==> src/rtl/half_rate_generation_if.sv <==
// System clock/reset bundle shared by blocks in the sys clock domain.
// Reset is synchronous and active-high; all consumers sample it on clk rising edge.
interface sys_dom_if;
    logic clk;
    logic sync_rst;

    modport sink (
        input clk,
        input sync_rst
    );
endinterface

==> src/rtl/half_rate_generation.sv <==
// Generates clk_o with a programmable half-period (in sys clocks) plus rise/fall strobes.
// Outputs are registered; no backpressure, rate changes wait for the next half-period boundary.
module half_rate_generation #(
    parameter int RATE_WIDTH = 16
) (
    sys_dom_if.sink                 sys_dom_i,
    input  logic                    gen_en_i,
    input  logic                    idle_level_i,
    input  logic [RATE_WIDTH-1:0]   half_rate_i,
    input  logic                    rate_update_i,
    output logic                    clk_o,
    output logic                    rising_edge_o,
    output logic                    falling_edge_o,
    output logic [RATE_WIDTH-1:0]   active_rate_o,
    output logic                    busy_o,
    output logic                    config_error_o
);

    typedef enum logic [1:0] {
        IDLE  = 2'd0,
        RUN   = 2'd1,
        DRAIN = 2'd2
    } state_t;

    localparam logic [RATE_WIDTH-1:0] RATE_ONE = RATE_WIDTH'(1);

    state_t                  state_q, state_d;
    logic                    clk_q, clk_d;
    logic                    rise_q, rise_d;
    logic                    fall_q, fall_d;
    logic                    err_q, err_d;
    logic                    idle_lvl_q, idle_lvl_d;
    logic                    first_q, first_d;
    logic [RATE_WIDTH-1:0]   count_q, count_d;
    logic [RATE_WIDTH-1:0]   pend_q, pend_d;
    logic [RATE_WIDTH-1:0]   active_q, active_d;
    logic                    at_toggle;

    always_comb begin
        state_d    = state_q;
        clk_d      = clk_q;
        rise_d     = 1'b0;
        fall_d     = 1'b0;
        err_d      = 1'b0;
        idle_lvl_d = idle_lvl_q;
        first_d    = 1'b0;
        count_d    = count_q;
        pend_d     = pend_q;
        active_d   = active_q;
        // The first RUN cycle holds the count so the opening phase spans active+1 edges.
        at_toggle  = !first_q && (count_q == active_q - RATE_ONE);

        if (rate_update_i) begin
            pend_d = (half_rate_i == '0) ? RATE_ONE : half_rate_i;
            err_d  = (half_rate_i == '0);
        end

        case (state_q)
            IDLE: begin
                clk_d   = idle_level_i;
                count_d = '0;
                if (gen_en_i) begin
                    state_d    = RUN;
                    idle_lvl_d = idle_level_i;
                    active_d   = pend_q;
                    first_d    = 1'b1;
                end
            end
            RUN, DRAIN: begin
                if (state_q == RUN && !gen_en_i && clk_q == idle_lvl_q) begin
                    // Already resting at the idle level: stop without a toggle.
                    state_d = IDLE;
                    count_d = '0;
                end else if (at_toggle) begin
                    clk_d    = ~clk_q;
                    rise_d   = ~clk_q;
                    fall_d   = clk_q;
                    count_d  = '0;
                    active_d = pend_q;
                    state_d  = gen_en_i ? RUN : IDLE;
                end else begin
                    if (!first_q) begin
                        count_d = count_q + RATE_ONE;
                    end
                    state_d = gen_en_i ? RUN : DRAIN;
                end
            end
            default: begin
                state_d = IDLE;
            end
        endcase
    end

    always_ff @(posedge sys_dom_i.clk) begin
        if (sys_dom_i.sync_rst) begin
            state_q    <= IDLE;
            clk_q      <= 1'b0;
            rise_q     <= 1'b0;
            fall_q     <= 1'b0;
            err_q      <= 1'b0;
            idle_lvl_q <= 1'b0;
            first_q    <= 1'b0;
            count_q    <= '0;
            pend_q     <= RATE_ONE;
            active_q   <= RATE_ONE;
        end else begin
            state_q    <= state_d;
            clk_q      <= clk_d;
            rise_q     <= rise_d;
            fall_q     <= fall_d;
            err_q      <= err_d;
            idle_lvl_q <= idle_lvl_d;
            first_q    <= first_d;
            count_q    <= count_d;
            pend_q     <= pend_d;
            active_q   <= active_d;
        end
    end

    assign clk_o          = clk_q;
    assign rising_edge_o  = rise_q;
    assign falling_edge_o = fall_q;
    assign active_rate_o  = active_q;
    assign busy_o         = (state_q != IDLE);
    assign config_error_o = err_q;

endmodule

==> src/flat_wrapper.sv <==
// flat-port wrapper written by rule: the top's interface ports become plain ports
module half_rate_generation_flat 
#(
    parameter int RATE_WIDTH = 16
)
  (gen_en_i, idle_level_i, half_rate_i, rate_update_i, clk_o, rising_edge_o, falling_edge_o, active_rate_o, busy_o, config_error_o, sys_dom_i_clk, sys_dom_i_sync_rst);
  sys_dom_if sys_dom_i_i ();
  input  logic gen_en_i;
  input  logic idle_level_i;
  input  logic [RATE_WIDTH-1:0] half_rate_i;
  input  logic rate_update_i;
  output logic clk_o;
  output logic rising_edge_o;
  output logic falling_edge_o;
  output logic [RATE_WIDTH-1:0] active_rate_o;
  output logic busy_o;
  output logic config_error_o;
  input wire logic [$bits(sys_dom_i_i.clk)-1:0] sys_dom_i_clk;
  input wire logic [$bits(sys_dom_i_i.sync_rst)-1:0] sys_dom_i_sync_rst;
  assign sys_dom_i_i.clk = sys_dom_i_clk;
  assign sys_dom_i_i.sync_rst = sys_dom_i_sync_rst;
  half_rate_generation #(.RATE_WIDTH(RATE_WIDTH)) u_core (.sys_dom_i(sys_dom_i_i), .gen_en_i(gen_en_i), .idle_level_i(idle_level_i), .half_rate_i(half_rate_i), .rate_update_i(rate_update_i), .clk_o(clk_o), .rising_edge_o(rising_edge_o), .falling_edge_o(falling_edge_o), .active_rate_o(active_rate_o), .busy_o(busy_o), .config_error_o(config_error_o));
endmodule
==> config.mk <==
export PLATFORM = sky130hd
export DESIGN_NAME = half_rate_generation_flat
export DESIGN_NICKNAME = d
export VERILOG_FILES = /design/src/rtl/half_rate_generation_if.sv /design/src/rtl/half_rate_generation.sv /design/src/flat_wrapper.sv
export SDC_FILE = /design/constraint.sdc
export NUM_CORES = 1
export LEC_CHECK = 0
export BUFFER_PORTS_ARGS = -buffer_cell sky130_fd_sc_hd__buf_2
export CELL_PAD_IN_SITES_DETAIL_PLACEMENT = 1
export CELL_PAD_IN_SITES_GLOBAL_PLACEMENT = 2
export CORE_ASPECT_RATIO = 1.1
export CORE_UTILIZATION = 35
export DETAILED_ROUTE_END_ITERATION = 8
export GPL_ROUTABILITY_DRIVEN = 0
export PLACE_DENSITY_LB_ADDON = 0.15
export SLEW_MARGIN = 15
export SYNTH_ARGS = -nofsm -noshare
export SYNTH_HDL_FRONTEND = slang
export SYNTH_SLANG_ARGS = --single-unit
==> constraint.sdc <==
create_clock -name sys_dom_i_clk -period 3.8 [get_ports sys_dom_i_clk]
set_input_delay 0.76 -clock sys_dom_i_clk [delete_from_list [all_inputs] [get_ports sys_dom_i_clk]]
set_output_delay 0.76 -clock sys_dom_i_clk [all_outputs]
set_load 0.05 [all_outputs]
==> results of run 1 <==
logic make-up after synthesis:
family                     share of synthesized area, %
DFF                                                35.4
adders and majority gates                          1.97
muxes                                              10.4
buffers and inverters                              5.41
xor gates and xnor gates                           9.68
and+or+nand+nor                                    29.5
AOI/OAI and AO/OA                                  7.58
power by group:
| group | leakage [nW] | switching (mW) | internal [mW] |
|---|---|---|---|
| Sequential | 0.457 | 0.0386 | 0.614 |
| Combinational | 0.907 | 0.203 | 0.128 |
| Clock | 0.0642 | 0.203 | 0.260 |
synthesized netlist by cell type (2+ instances only):
cell and n:
mux2i_1 33, nor2_1 38, nand2_1 17, and3_1 3, or4_1 3, a31oi_1 2
nand3b_1 2, dfxtp_1 56, nand3_1 7, xnor2_1 20, nor3_1 23, buf_2 4
or2_2 2, ha_1 5, nor3b_1 2, o21ai_0 4, inv_1 9, nand4_1 12
nor4_1 15, o2bb2ai_1 2, nand2b_1 32, nor4b_1 2, clkbuf_1 23, o211a_1 2
xor2_1 15, or3_1 8, a211oi_1 2, a21oi_1 7
final cells by class:
cell class | instances | share of cell area, %
multi-input cells | 277 | 52.8
clock buffers | 5 | 1.93
flip-flops and latches | 56 | 31.5
inverters | 9 | 0.948
clock inverters | 2 | 1.69
well taps | 114 | 4.00
repair buffers | 46 | 7.17
worst min-delay path, cell delays in order, from the launching register on:
cell	delay (ps)
dfxtp_1	320
nand2b_1	60
mux2i_1	60
flip-flops by register name, summed over array words and instances (netlist names):
name,cells
u_core.idle_lvl_q,1
u_core.clk_o,1
u_core.falling_edge_o,1
u_core.pend_q,16
u_core.state_q,2
u_core.config_error_o,1
u_core.count_q,16
u_core.first_q,1
u_core.active_rate_o,16
u_core.rising_edge_o,1
worst paths after layout:
kind,start,slack (ps),cells after the start,to
max,u_core.active_rate_o[0]$_SDFFE_PP1P_,360,10,u_core.active_rate_o[2]$_SDFFE_PP0P_
min,u_core.pend_q[6]$_SDFFE_PP0P_,480,2,u_core.active_rate_o[6]$_SDFFE_PP0P_
max reg2reg,u_core.active_rate_o[0]$_SDFFE_PP1P_,360,10,u_core.active_rate_o[2]$_SDFFE_PP0P_
min reg2reg,u_core.pend_q[6]$_SDFFE_PP0P_,480,2,u_core.active_rate_o[6]$_SDFFE_PP0P_
routing by layer:
| metal | global-route usage (%) | routed length (microns) | part of all wire [%] | vias up |
|---|---|---|---|---|
| li1 | - | - | - | 1344 |
| met1 | 24.1 | 4060 | 49 | 1305 |
| met2 | 30.0 | 3810 | 46 | 44 |
| met3 | 3.38 | 265 | 3.2 | 11 |
| met4 | 5.09 | 114 | 1.4 | 0 |
| met5 | 0 | 0 | 0 | - |
per-stage QoR:
stage          setup WS (ps)  hold WS [ps]  power (mW)  util (%)  area, sq um
2_1_floorplan            422           449       0.918         -         3170
3_3_place_gp             390           461       0.994      38.6         3410
3_5_place_dp             261           472       0.996      38.6         3410
4_1_cts                  226           486        1.47      40.1         3540
5_1_grt                  134           499        1.52      40.3         3560
6_report                 363           484        1.45      40.3         3560
placed cells by master (no fill, tap or decap), drive strengths merged, types with 2 or more instances in the layout:
cell type	Yosys	layout
a211oi	2	2
a21oi	8	8
a31oi	2	2
and3	3	3
buf	6	46
bufinv	0	2
clkbuf	23	5
dfxtp	56	56
ha	5	5
inv	9	9
mux2i	33	33
nand2	17	17
nand2b	32	32
nand3	7	7
nand3b	2	2
nand4	12	12
nor2	38	38
nor3	23	23
nor3b	2	2
nor4	15	15
nor4b	2	2
o211a	2	2
o21ai	5	5
o2bb2ai	2	2
or2	2	2
or3	8	8
or4	4	4
xnor2	20	20
xor2	15	15
==> results.toml, run 1 <==
[clock_network]
path_clk_slew_ps = 100
clk_latency_ps = 320
h-tree-depth = 2
clockBufferDepth = 2
clkSinkCount = 56
cts_tree = "built"
cts_hold_buf = 0
cts_setup_buffers = 0
numCtsBuffers = 5
root_buffer = "clkbuf_8"
cts_resized = 0

[finish]
diodes = 0
layout.nets = 421
fill_cells = 1113
syn_to_final_growth_pct = 12.4
multi_input_area_sq_um = 1880
layout.cells.non_filler = 509
seq_area_sq_um = 1120
drive_above_1_share_pct = 15.4

[worst_setup_path]
critPathLaunchType = "register"
cp_num_buf_inv = 2
critPathTopFamily = "simple AND/OR/NAND/NOR gates"
critPathKind = "register to register"
slowest_stage = "or4_1"
cp.arrival_ps = 3680
cp-end-kind = "register"
worstPathCellList = "inv_1 -> ha_1 -> or3b_2 -> nor4_1 -> or3_1 -> o22ai_1 -> or4_1 -> o21ai_4 -> buf_4 -> mux2i_1"
worstPathRequired_ps = 4040
slowest_delay_ps = 640
crit_fanout = 16

[route]
wl_per_cell_microns = 16.2
num_vias = 2704
wirelength_mm = 8.25
first_pass_iters = 4
drc = 0
drt-initial-drc-count = 74
routed_via_density = 5.31
postRouteAntennaNets = 0

[timing]
finalHoldViolCount = 0
period_share_pct = 90.4
min_period_ps = 3440
fin_worst_skew_ps = 10.3
slew_violations = 0
fin_setup_tns_ps = 0
slew_headroom_pct = 50.8
rsz0062_at_grt = "no"
worstMarginPinSlew_ps = 732
setup_viol = 0
fmax_ghz = 0.291

[min_path]
min_path_type = "register to register"

[grt]
grt_overflow = 0
grt_pass1_wl_mm = 13.4
track_usage_pct = 18.1
antenna_found_initial = 0
grt_max_degree = 73
grt_pass1_vias = 2640

[synth]
syn_area_per_cell_sq_um = 8.54
syn_nets = 397
synth_top_area_share_pct = 35.4
async_flop_share_pct = 0
netlist_top_cells_area = "dfxtp_1, mux2i_1, nand2b_1"
synth_edf_count = 0
synth_top_cell_by_area = "dfxtp_1"
yosysWarnings = 0
synth_seq_cells = 56
syn-cell-area_sq_um = 3170
synth_cell_type_count = 49
synth-seq-area-share_pct = 35.4
synthFlopType = "dfxtp_1"
netlist_instances = 371

[floorplanning]
num_io_pins = 42
die_x_microns = 92.7
die_h_microns = 102
num_rows = 36
core-area_sq_um = 8830
initial_utilization_pct = 35.9
dieArea_sq_um = 9440

[placement]
dp_cells = 501
hpwl_mm = 6.06
portBuffers = 41

[power_and_ir_drop]
peakVddDrop_uv = 153
leakage_nw = 1.43
p_per_area_nw_per_um2 = 406

[run_status]
status = "finished, final reports clean"

[flow_run]
cap_violations = 0
(Power assumes the default switching activity.)
==> run 2, diff against run 1 <==
--- a/config.mk
+++ b/config.mk
@@ -5,11 +5,12 @@
 export SDC_FILE = /design/constraint.sdc
 export NUM_CORES = 1
 export LEC_CHECK = 0
+export ABC_AREA = 1
 export BUFFER_PORTS_ARGS = -buffer_cell sky130_fd_sc_hd__buf_2
 export CELL_PAD_IN_SITES_DETAIL_PLACEMENT = 1
 export CELL_PAD_IN_SITES_GLOBAL_PLACEMENT = 2
 export CORE_ASPECT_RATIO = 1.1
-export CORE_UTILIZATION = 35
+export CORE_UTILIZATION = 32
 export DETAILED_ROUTE_END_ITERATION = 8
 export GPL_ROUTABILITY_DRIVEN = 0
 export PLACE_DENSITY_LB_ADDON = 0.15
==> run 2 against run 1 <==
Against the previous run:
- combinational power up 21%
- wire length up 7.2%
- setup slack better by 1000 ps
- sequential power up 2%
- via count up 11%
- critical path depth up 6
- cell count up 22%
==> results.toml, run 2 <==
[synth]
syn-cell-area_sq_um = 3150
syn_nets = 495
synth-seq-area-share_pct = 35.6
syn_area_per_cell_sq_um = 6.71
synth_seq_cells = 56
synth_top_cell_by_area = "dfxtp_1"
synth.most_common_cell = "nand2_1"
netlist_instances = 469
synthFlopType = "dfxtp_1"
yosysWarnings = 0
synth_cell_type_count = 34
async_flop_share_pct = 0
synth_top_area_share_pct = 35.6
synth_edf_count = 0
ys_top_cells_by_count = "nand2_1, nor2_1, dfxtp_1, inv_1, a21oi_1"
netlist_top_cells_area = "dfxtp_1, nand2_1, nor2_1"

[worst_setup_path]
critPathLaunchType = "register"
cp-end-kind = "register"
critPathKind = "register to register"
worstPathRequired_ps = 4010
crit_fanout = 33
cp.arrival_ps = 2630

[timing]
fmax_ghz = 0.414
period_share_pct = 63.5
hold_ws_ps = 464
fin_worst_skew_ps = 5.81
rsz0062_at_grt = "no"
slew_violations = 0
worstMarginPinSlew_ps = 594
min_period_ps = 2410
slew_headroom_pct = 60.3
finalHoldViolCount = 0
setup_viol = 0
fin_setup_tns_ps = 0

[power_and_ir_drop]
leakage_nw = 1.54
peakVddDrop_uv = 178
p_per_area_nw_per_um2 = 402

[placement]
hpwl_mm = 6.96
portBuffers = 41

[clock_network]
cts_setup_buffers = 0
clk_latency_ps = 310
h-tree-depth = 2
path_clk_slew_ps = 100
cts_resized = 0
clockBufferDepth = 2
clkSinkCount = 56
cts_tree = "built"
cts_hold_buf = 0
numCtsBuffers = 5
root_buffer = "clkbuf_8"

[floorplanning]
num_io_pins = 42
dieArea_sq_um = 10200
die_h_microns = 106
num_rows = 37
die_x_microns = 96.6
initial_utilization_pct = 33.3
core-area_sq_um = 9440

[route]
postRouteAntennaNets = 0
drc = 0
wl_per_cell_microns = 14.2
wirelength_mm = 8.84
drt-initial-drc-count = 82
first_pass_iters = 4
routed_via_density = 4.83
num_vias = 3001

[finish]
layout.nets = 529
diodes = 0
syn_to_final_growth_pct = 11.3
final_common_cell = "nand2_1"
final_cell_mix = "nand2_1, nor2_1, dfxtp_1, inv_1, buf_2"
drive_above_1_share_pct = 13.7

[grt]
grt_max_degree = 34
grt_pass1_vias = 3055
antenna_found_initial = 0
track_usage_pct = 18.8
grt_overflow = 0
grt_pass1_wl_mm = 14.9

[run_status]
status = "finished, final reports clean"

[flow_run]
cap_violations = 0

[min_path]
min_path_type = "register to register"
run 2: changes by cell type after synthesis, sizes merged, moves of 23 or more:
cell	previous run	this run
nand2b	32	0
inv	9	43
nor2	38	97
nand3	7	30
nand2	17	112
mux2i	33	0
run 2: area by class of cell:
class                      instances  area [sq um]
clock inverter                     2          10.0
clock buffer                       6          82.6
tap                              117           146
multi-input combinational        353          1760
inverter                          44           165
timing repair buffer              43           220
sequential                        56          1120
fill                            1254          5940
run 2: report_power, final:
| part | leakage, nW | switching, mW | internal (mW) |
|---|---|---|---|
| logic | 1.03 | 0.278 | 0.121 |
| registers | 0.460 | 0.0422 | 0.623 |
| clock network | 0.0510 | 0.198 | 0.146 |
| total | 1.54 | 0.518 | 0.890 |
run 2: layer usage:
metal  vias to the layer above  global-route usage, %  part of all wire [%]
met4                         0                   4.10                  0.98
met2                        37                   32.8                    49
met3                         5                   2.72                   2.2
li1                       1555                      -                     -
met1                      1404                   24.1                    48
met5                         -                      0                     0
run 2: path summary, 6_finish.rpt:
| kind | startpoint | endpoint | slack (ps) | cells past startpoint |
|---|---|---|---|---|
| max reg2reg | u_core.active_rate_o[0]$_SDFFE_PP1P_ | u_core.active_rate_o[3]$_SDFFE_PP0P_ | 1390 | 16 |
| max | u_core.active_rate_o[0]$_SDFFE_PP1P_ | u_core.active_rate_o[3]$_SDFFE_PP0P_ | 1390 | 16 |
| min reg2reg | u_core.pend_q[10]$_SDFFE_PP0P_ | u_core.pend_q[10]$_SDFFE_PP0P_ | 460 | 2 |
| min | u_core.pend_q[10]$_SDFFE_PP0P_ | u_core.pend_q[10]$_SDFFE_PP0P_ | 460 | 2 |
run 2: kinds of logic (layout without fill, tap and decap cells):
logic type                 Yosys count  after routing  synth area share, %
AOI/OAI and AO/OA                   53             53                 8.78
xor gates and xnor gates            19             19                 5.29
adders and majority gates            5              5                 1.99
buffers and inverters               60             95                 8.62
DFF                                 56             56                 35.6
and+or+nand+nor                    276            276                 39.7
run 2: worst max-delay path, stage by stage (launching register included):
cell and delay, ps:
dfxtp_1 410, inv_1 110, ha_1 280, inv_1 80, nand2_1 60, nand2_1 70
nand2_1 40, nand2_1 60, nand2_1 50, nor2_1 150, nand4_1 180, nor2_4 150
nand3_2 90, nand2_4 290, nand3_1 140, nand2_1 90, nor2_1 40
run 2: stage by stage:
| step | instances | power, mW | cell area, sq um | setup slack, ps | utilization [%] |
|---|---|---|---|---|---|
| finish | 621 | 1.41 | 3500 | 1390 | 37.1 |
| global route | 621 | 1.50 | 3500 | 1080 | 37.1 |
| CTS | 621 | 1.43 | 3500 | 1370 | 37.1 |
| detailed placement | 613 | 1.08 | 3410 | 1090 | 36.1 |
| global placement | 613 | 1.08 | 3410 | 1140 | 36.1 |
| floorplan | 469 | 0.985 | 3150 | 1460 | - |
